$ cat src/rtl/vga_pkg.sv
// Shared VGA types and helpers: RGB332/RGB888 pixel formats and default framebuffer geometry.
package vga_pkg;

    localparam int unsigned FB_WIDTH_DEF   = 320;
    localparam int unsigned SCALE_LOG2_DEF = 1;

    typedef struct packed {
        logic [2:0] r;
        logic [2:0] g;
        logic [1:0] b;
    } rgb332_t;

    typedef struct packed {
        logic [7:0] r;
        logic [7:0] g;
        logic [7:0] b;
    } rgb24_t;

    // Bit replication so that full-scale codes map to 8'hFF and zero stays zero.
    function automatic rgb24_t rgb332_expand(input rgb332_t p);
        rgb24_t c;
        c.r = {p.r, p.r, p.r[2:1]};
        c.g = {p.g, p.g, p.g[2:1]};
        c.b = {p.b, p.b, p.b, p.b};
        return c;
    endfunction

endpackage

$ cat src/rtl/vga_delay_line.sv
// Clock-enable gated shift register used to keep sync/blanking aligned with fetched pixels.
module vga_delay_line #(
    parameter int unsigned WIDTH = 1,
    parameter int unsigned DEPTH = 4
) (
    input  logic             CLK,
    input  logic             RST,
    input  logic             CE,
    input  logic [WIDTH-1:0] DIN,
    output logic [WIDTH-1:0] DOUT
);

    logic [WIDTH-1:0] stages_q [DEPTH];

    always_ff @(posedge CLK or negedge RST) begin
        if (!RST) begin
            for (int i = 0; i < int'(DEPTH); i++) begin
                stages_q[i] <= '0;
            end
        end else if (CE) begin
            stages_q[0] <= DIN;
            for (int i = 1; i < int'(DEPTH); i++) begin
                stages_q[i] <= stages_q[i-1];
            end
        end
    end

    assign DOUT = stages_q[DEPTH-1];

endmodule

$ cat src/rtl/vga_pixel_fetch.sv
// Framebuffer address generation with integer pixel replication, RGB332 expansion and
// sync/blank re-alignment to the returned colour.
module vga_pixel_fetch
    import vga_pkg::*;
#(
    parameter int unsigned FB_WIDTH   = FB_WIDTH_DEF,
    parameter int unsigned ADDR_W     = 17,
    parameter int unsigned SCALE_LOG2 = SCALE_LOG2_DEF,
    parameter int unsigned RD_LAT     = 2
) (
    input  logic              CLK,
    input  logic              RST,
    input  logic              PIX_CE,
    input  logic              H_ENA,
    input  logic              V_ENA,
    input  logic [9:0]        H_POS,
    input  logic              HS_IN,
    input  logic              VS_IN,
    output logic [ADDR_W-1:0] MEM_ADDR,
    output logic              MEM_RE,
    input  logic [7:0]        MEM_RDATA,
    output logic [7:0]        R,
    output logic [7:0]        G,
    output logic [7:0]        B,
    output logic              HS_OUT,
    output logic              VS_OUT,
    output logic              BLANK_N
);

    localparam int unsigned L     = RD_LAT + 2;
    localparam int unsigned REP_W = (SCALE_LOG2 > 0) ? SCALE_LOG2 : 1;
    localparam logic [REP_W-1:0]  REP_MAX  = REP_W'((1 << SCALE_LOG2) - 1);
    localparam logic [ADDR_W-1:0] ROW_STEP = ADDR_W'(FB_WIDTH);

    logic              active;
    logic              h_fall;
    logic              h_ena_q;
    logic [REP_W-1:0]  rep_q, rep_d;
    logic [ADDR_W-1:0] row_base_q, row_base_d;
    logic [ADDR_W-1:0] addr_q, addr_d;
    logic              mem_re_q;
    rgb24_t            rgb_q;
    logic [2:0]        dly_out;

    assign active = H_ENA & V_ENA;
    assign h_fall = h_ena_q & ~H_ENA;

    // V_ENA low dominates any coincident H_ENA fall so every frame starts at row 0.
    always_comb begin
        row_base_d = row_base_q;
        rep_d      = rep_q;
        if (!V_ENA) begin
            row_base_d = '0;
            rep_d      = '0;
        end else if (h_fall) begin
            if (rep_q == REP_MAX) begin
                rep_d      = '0;
                row_base_d = row_base_q + ROW_STEP;
            end else begin
                rep_d = rep_q + 1'b1;
            end
        end
    end

    assign addr_d = row_base_q + ADDR_W'(H_POS >> SCALE_LOG2);

    always_ff @(posedge CLK or negedge RST) begin
        if (!RST) begin
            h_ena_q    <= 1'b0;
            rep_q      <= '0;
            row_base_q <= '0;
            addr_q     <= '0;
            mem_re_q   <= 1'b0;
            rgb_q      <= '0;
        end else if (PIX_CE) begin
            h_ena_q    <= H_ENA;
            rep_q      <= rep_d;
            row_base_q <= row_base_d;
            addr_q     <= addr_d;
            mem_re_q   <= active;
            rgb_q      <= rgb332_expand(rgb332_t'(MEM_RDATA));
        end
    end

    assign MEM_ADDR = addr_q;
    assign MEM_RE   = mem_re_q & PIX_CE;

    vga_delay_line #(
        .WIDTH (3),
        .DEPTH (L)
    ) u_sync_dly (
        .CLK  (CLK),
        .RST  (RST),
        .CE   (PIX_CE),
        .DIN  ({HS_IN, VS_IN, active}),
        .DOUT (dly_out)
    );

    assign HS_OUT  = dly_out[2];
    assign VS_OUT  = dly_out[1];
    assign BLANK_N = dly_out[0];

    // Colour register is unconditional; blanking is applied from the aligned BLANK_N register.
    assign R = BLANK_N ? rgb_q.r : 8'h00;
    assign G = BLANK_N ? rgb_q.g : 8'h00;
    assign B = BLANK_N ? rgb_q.b : 8'h00;

endmodule

$ cat config.mk
export PLATFORM = sky130hd
export DESIGN_NAME = vga_pixel_fetch
export DESIGN_NICKNAME = d
export VERILOG_FILES = /design/src/rtl/vga_pkg.sv /design/src/rtl/vga_delay_line.sv /design/src/rtl/vga_pixel_fetch.sv
export SDC_FILE = /design/constraint.sdc
export NUM_CORES = 1
export LEC_CHECK = 0
export CAP_MARGIN = 15
export CORE_ASPECT_RATIO = 1.25
export CORE_MARGIN = 3
export CORE_UTILIZATION = 30
export CTS_CLUSTER_SIZE = 30
export DETAILED_ROUTE_END_ITERATION = 10
export GPL_TIMING_DRIVEN = 0
export PLACE_DENSITY_LB_ADDON = 0.15
export SLEW_MARGIN = 40
export SYNTH_ARGS = -nofsm -noshare
export SYNTH_HDL_FRONTEND = slang
export SYNTH_HIERARCHICAL = 1
export SYNTH_SLANG_ARGS = --single-unit
$ cat constraint.sdc
create_clock -name CLK -period 2.4 [get_ports CLK]
set_input_delay 0.48 -clock CLK [delete_from_list [all_inputs] [get_ports CLK]]
set_output_delay 0.48 -clock CLK [all_outputs]
set_load 0.02 [all_outputs]
==> Yosys cells after proc, flatten, opt, wreduce, memory -nomap -nowiden <==
Cells that the tools add are included.
{ "word_totals": {"in_bits": 25, "reg_bits": 73} }
{ "classes": {"bitwise": 4, "mux": 9, "n_addsub": 3, "eq_ne": 2, "reduce_logical": 2} }
{ "ops": {"columns": ["cell", "n"], "rows": [
  ["$mux W17", 3],
  ["$mux W8", 3],
  ["$add A17 B9 Y17", 1],
  ["$add A17 B9 Y17 const B", 1],
  ["$ne A2 B1 Y1 const B", 2],
  ["$and A1 B1 Y1", 3],
  ["$mux W1", 3],
  ["$reduce_and A3 Y1", 1],
  ["$reduce_and A2 Y1", 1],
  ["$add A1 B1 Y1 const B", 1],
  ["$not A1 Y1", 1]
]} }

==> Longest topological paths before layout <==
{ "depth": {"ltp_word": 4, "ltp_mapped": 6, "depth_no_buf": 5} }

==> Modules after synthesis <==
Netlist, hierarchy kept.
{ "modules_own_cells": {"columns": ["module", "seq_area_each_um2", "area_each_um2", "cells_per_inst", "instances"], "rows": [
  ["vga_pixel_fetch", 975.9, 2089.5, 192, 1],
  ["vga_delay_line", 300.3, 506.7, 28, 1]
]} }

==> Worst setup path after synthesis <==
Ideal clock, no wire load.
{ "synth_timing": {"path_type": "input-to-output", "start": "in PIX_CE", "end": "out MEM_RE", "arrival_time_ps": 1445, "path_buffers": 3, "cell_stages": 4, "setup_slack_ps": 475, "t_required_ps": 1920, "cell_sequence": "buf_4 -> clkbuf_1 -> clkbuf_1 -> and2_1"} }
{ "synth_between": {"elab_chain_cells": 1} }
{ "synth_rtl": {"columns": ["element", "line", "source"], "rows": [
  ["start: declaration", "vga_pixel_fetch.sv:13", "input logic PIX_CE,"],
  ["$and A1 B1 Y1", "vga_pixel_fetch.sv:86", "assign MEM_RE = mem_re_q & PIX_CE;"],
  ["end: declaration", "vga_pixel_fetch.sv:20", "output logic MEM_RE,"]
]} }
Every way passes these cells.

==> Final worst setup path <==
Ends and elaborated chain as after synthesis.

==> qor.txt <==
antenna cells = 0
Design Area, Final = 3490 um^2
Worst IR Drop VDD = 0.197 mV
CP Launch Type = input pin
CTS Buf Count = 5
Placed Instance Area = 3410 um^2
global-route wire length before repair = 8590 um
Critical Path End Type = primary output
Yosys warnings = 6
Pint = 1.54 mW
Critical Path End = MEM_RE
Resize count post-CTS = 3
Buffers on Ports = 67
Synth Net Count = 249
Commonest cells post-synth = 51 x dfrtp_1, 21 x buf_4, 21 x mux2_2, 15 x nor2_1
Die X = 89.2 um
Post-CTS Setup Inserts = 0
Yosys reg bits = 51
Hold WC Path Type = in2async
status = complete, no violations
Yosys cell types = 37
initial DRC count = 63
Seq/Total Area, Yosys = 49.2%
Final ANT Viol Nets = 0
Root Buffer = clkbuf_8
Hold-fix buffers, CTS = 0
Post-Syn Instances = 220
Pins Over Slew Limit = 0
Clock Pin Slew Worst Setup and Hold Paths = 90 ps
Post-synth EDFFs = 0
TritonCTS clock tree = done
top-area cell type share of the netlist area = 49.2%
Die ar. = 9810 um^2
transition time of the tightest slew-check pin = 572 ps
clk_lat worst skew = 300 ps
reg2reg start = row_base_q[7]$_DFFE_PN0P_
Worst setup startpoint = PIX_CE
Tmin final = 2300 ps
FF-to-FF End = MEM_ADDR[13]$_DFFE_PN0P_
Pleak = 1.49 nW
CP arrival = 1820 ps
share of layout cells above drive strength 1 = 24.9%
R2R setup slack = 440 ps
post-synth top area cell = dfrtp_1
Clock Sinks = 51
sw frac = 29.0%
IO Pins = 70
combinational share of power = 30.4%
gpl congestion = 0.768
Final period util = 95.7%
Pre-antenna DRT Iters = 4
final wirelength = 5310 um
Cell Rows = 37
Slew HR = 61.9%
# Max-Cap Violations = 0
initial cell density of the core = 31.2%
Peak Freq = 435 MHz
H-tree Lvls = 2
PwrDens = 621 nW/um^2
RSZ-0062 raised after global routing = false
Req. time, crit path = 1920 ps
most frequent cell after synthesis = dfrtp_1
routed len/inst = 13.6 um
chip height = 110 um
Final setup viols = 0
total grt overflow = 0
Util after Layout = 41.9%
Total GRT Usage = 11.4%
Worst Reg-to-Reg Cells = 5
Cell Area, Synth = 2600 um^2
syn avg cell area = 11.8 um^2
Core Region = 8330 um^2
DR vias = 1808
final worst clock skew = 3.21 ps
fillers = 797
Clock power frac = 23.2%
sequential power share = 46.4%
largest net degree at the start of global routing = 28
initial antenna violation count = 0
P&R area growth vs syn = 34.5%
setup TNS = 0 ps
vias per cell = 4.64
total power = 2.17 mW
maximum clock path buffer count = 2
Post-DP HPWL = 4070 um
switching power = 629 uW
Synth Flop Type = dfrtp_1
Hold Fails Final Rpt = 0
maximum fanout along the worst path = 25
final net count = 322
DRC viols = 0
vias in the first global route = 1695
synth top area cells = dfrtp_1 49%, mux2_2 9.1%, buf_4 6.1%, mux2_4 5.8%, xnor2_1 4.4%
ys async rst share = 100%
CP Class = in2out
==> per-layer routing <==
layer	track usage, %	wire (um)
met5	0	0
met1	15.8	2380
met2	17.3	2580
met4	4.47	101
met3	2.45	255
==> power groups by stage <==
| stage | sequential [mW] | combinational, mW | clock, mW |
|---|---|---|---|
| 3_3_place_gp | 1.02 | 0.663 | 0 |
| 6_report | 1.01 | 0.659 | 0.503 |
| 5_1_grt | 1.02 | 0.715 | 0.558 |
| 2_1_floorplan | 1.05 | 0.347 | 0 |
| 3_5_place_dp | 1.03 | 0.670 | 0 |
| 4_1_cts | 1.01 | 0.672 | 0.528 |
==> kinds of logic (layout without fill, tap and decap cells) <==
kind of cell | count (synthesis) | in the layout | share of synthesized area (%)
compound gates | 32 | 32 | 9.54
xor+xnor | 14 | 14 | 4.72
fa+ha+maj | 4 | 4 | 1.93
buf+inv | 33 | 106 | 8.43
flops | 51 | 51 | 49.2
mux | 31 | 31 | 14.9
simple gates | 55 | 55 | 11.3
==> metrics by stage <==
stage / hold WS [ps] / worst slack (ps) / instances
6_report: 73.0 / 103 / 390
3_3_place_gp: 482 / -1080 / 384
3_5_place_dp: 418 / -1060 / 385
5_1_grt: 91.6 / 7.06 / 390
2_1_floorplan: 184 / 475 / 220
4_1_cts: 78.6 / 60.7 / 390
==> worst min-delay path by stage <==
stage / start / end / slack (ps) / cells past startpoint
finish: RST / MEM_ADDR[16]$_DFFE_PN0P_ / 70 / 1
global route: RST / row_base_q[16]$_DFFE_PN0P_ / 90 / 1
CTS: RST / MEM_ADDR[2]$_DFFE_PN0P_ / 80 / 1
detailed placement: RST / row_base_q[16]$_DFFE_PN0P_ / 420 / 1
global placement: rgb_q[22]$_DFFE_PN0P_ / rgb_q[22]$_DFFE_PN0P_ / 480 / 1
floorplan: RST / MEM_ADDR[0]$_DFFE_PN0P_ / 180 / 0
==> flip-flops by register name, indices dropped and copies added, names as in the netlist <==
signal,count
u_sync_dly/DOUT,3
row_base_q,11
rgb_q,8
h_ena_q,1
u_sync_dly/stages_q,9
mem_re_q,1
MEM_ADDR,17
rep_q,1
==> cell usage in the layout (no fill, tap or decap), types with 4 or more instances in the layout <==
cell / n
nor2_1: 15
and2_1: 10
mux2_2: 21
a211oi_1: 4
buf_4: 21
xnor2_1: 13
nand3_1: 6
inv_1: 4
clkbuf_8: 6
a2111oi_2: 4
ha_1: 4
nand2_1: 13
mux2_4: 10
a21oi_1: 12
dfrtp_1: 51
clkdlybuf4s50_1: 65
==> area by class of cell <==
type,instances,area (um^2),area share (%)
Tap cell,97,121,3.48
Inverter,4,15.0,0.430
Clock buffer,6,82.6,2.36
Timing Repair Buffer,68,687,19.7
Clock inverter,1,5.00,0.143
Multi-Input combinational cell,136,1100,31.5
Buffer,27,204,5.84
Sequential cell,51,1280,36.5
==> worst max-delay path: stages <==
cell and delay, ps:
dlygate4sd2_1 330, buf_8 230, and2_1 170, clkdlybuf4s50_1 600
Power figures use the tool's default switching activity.
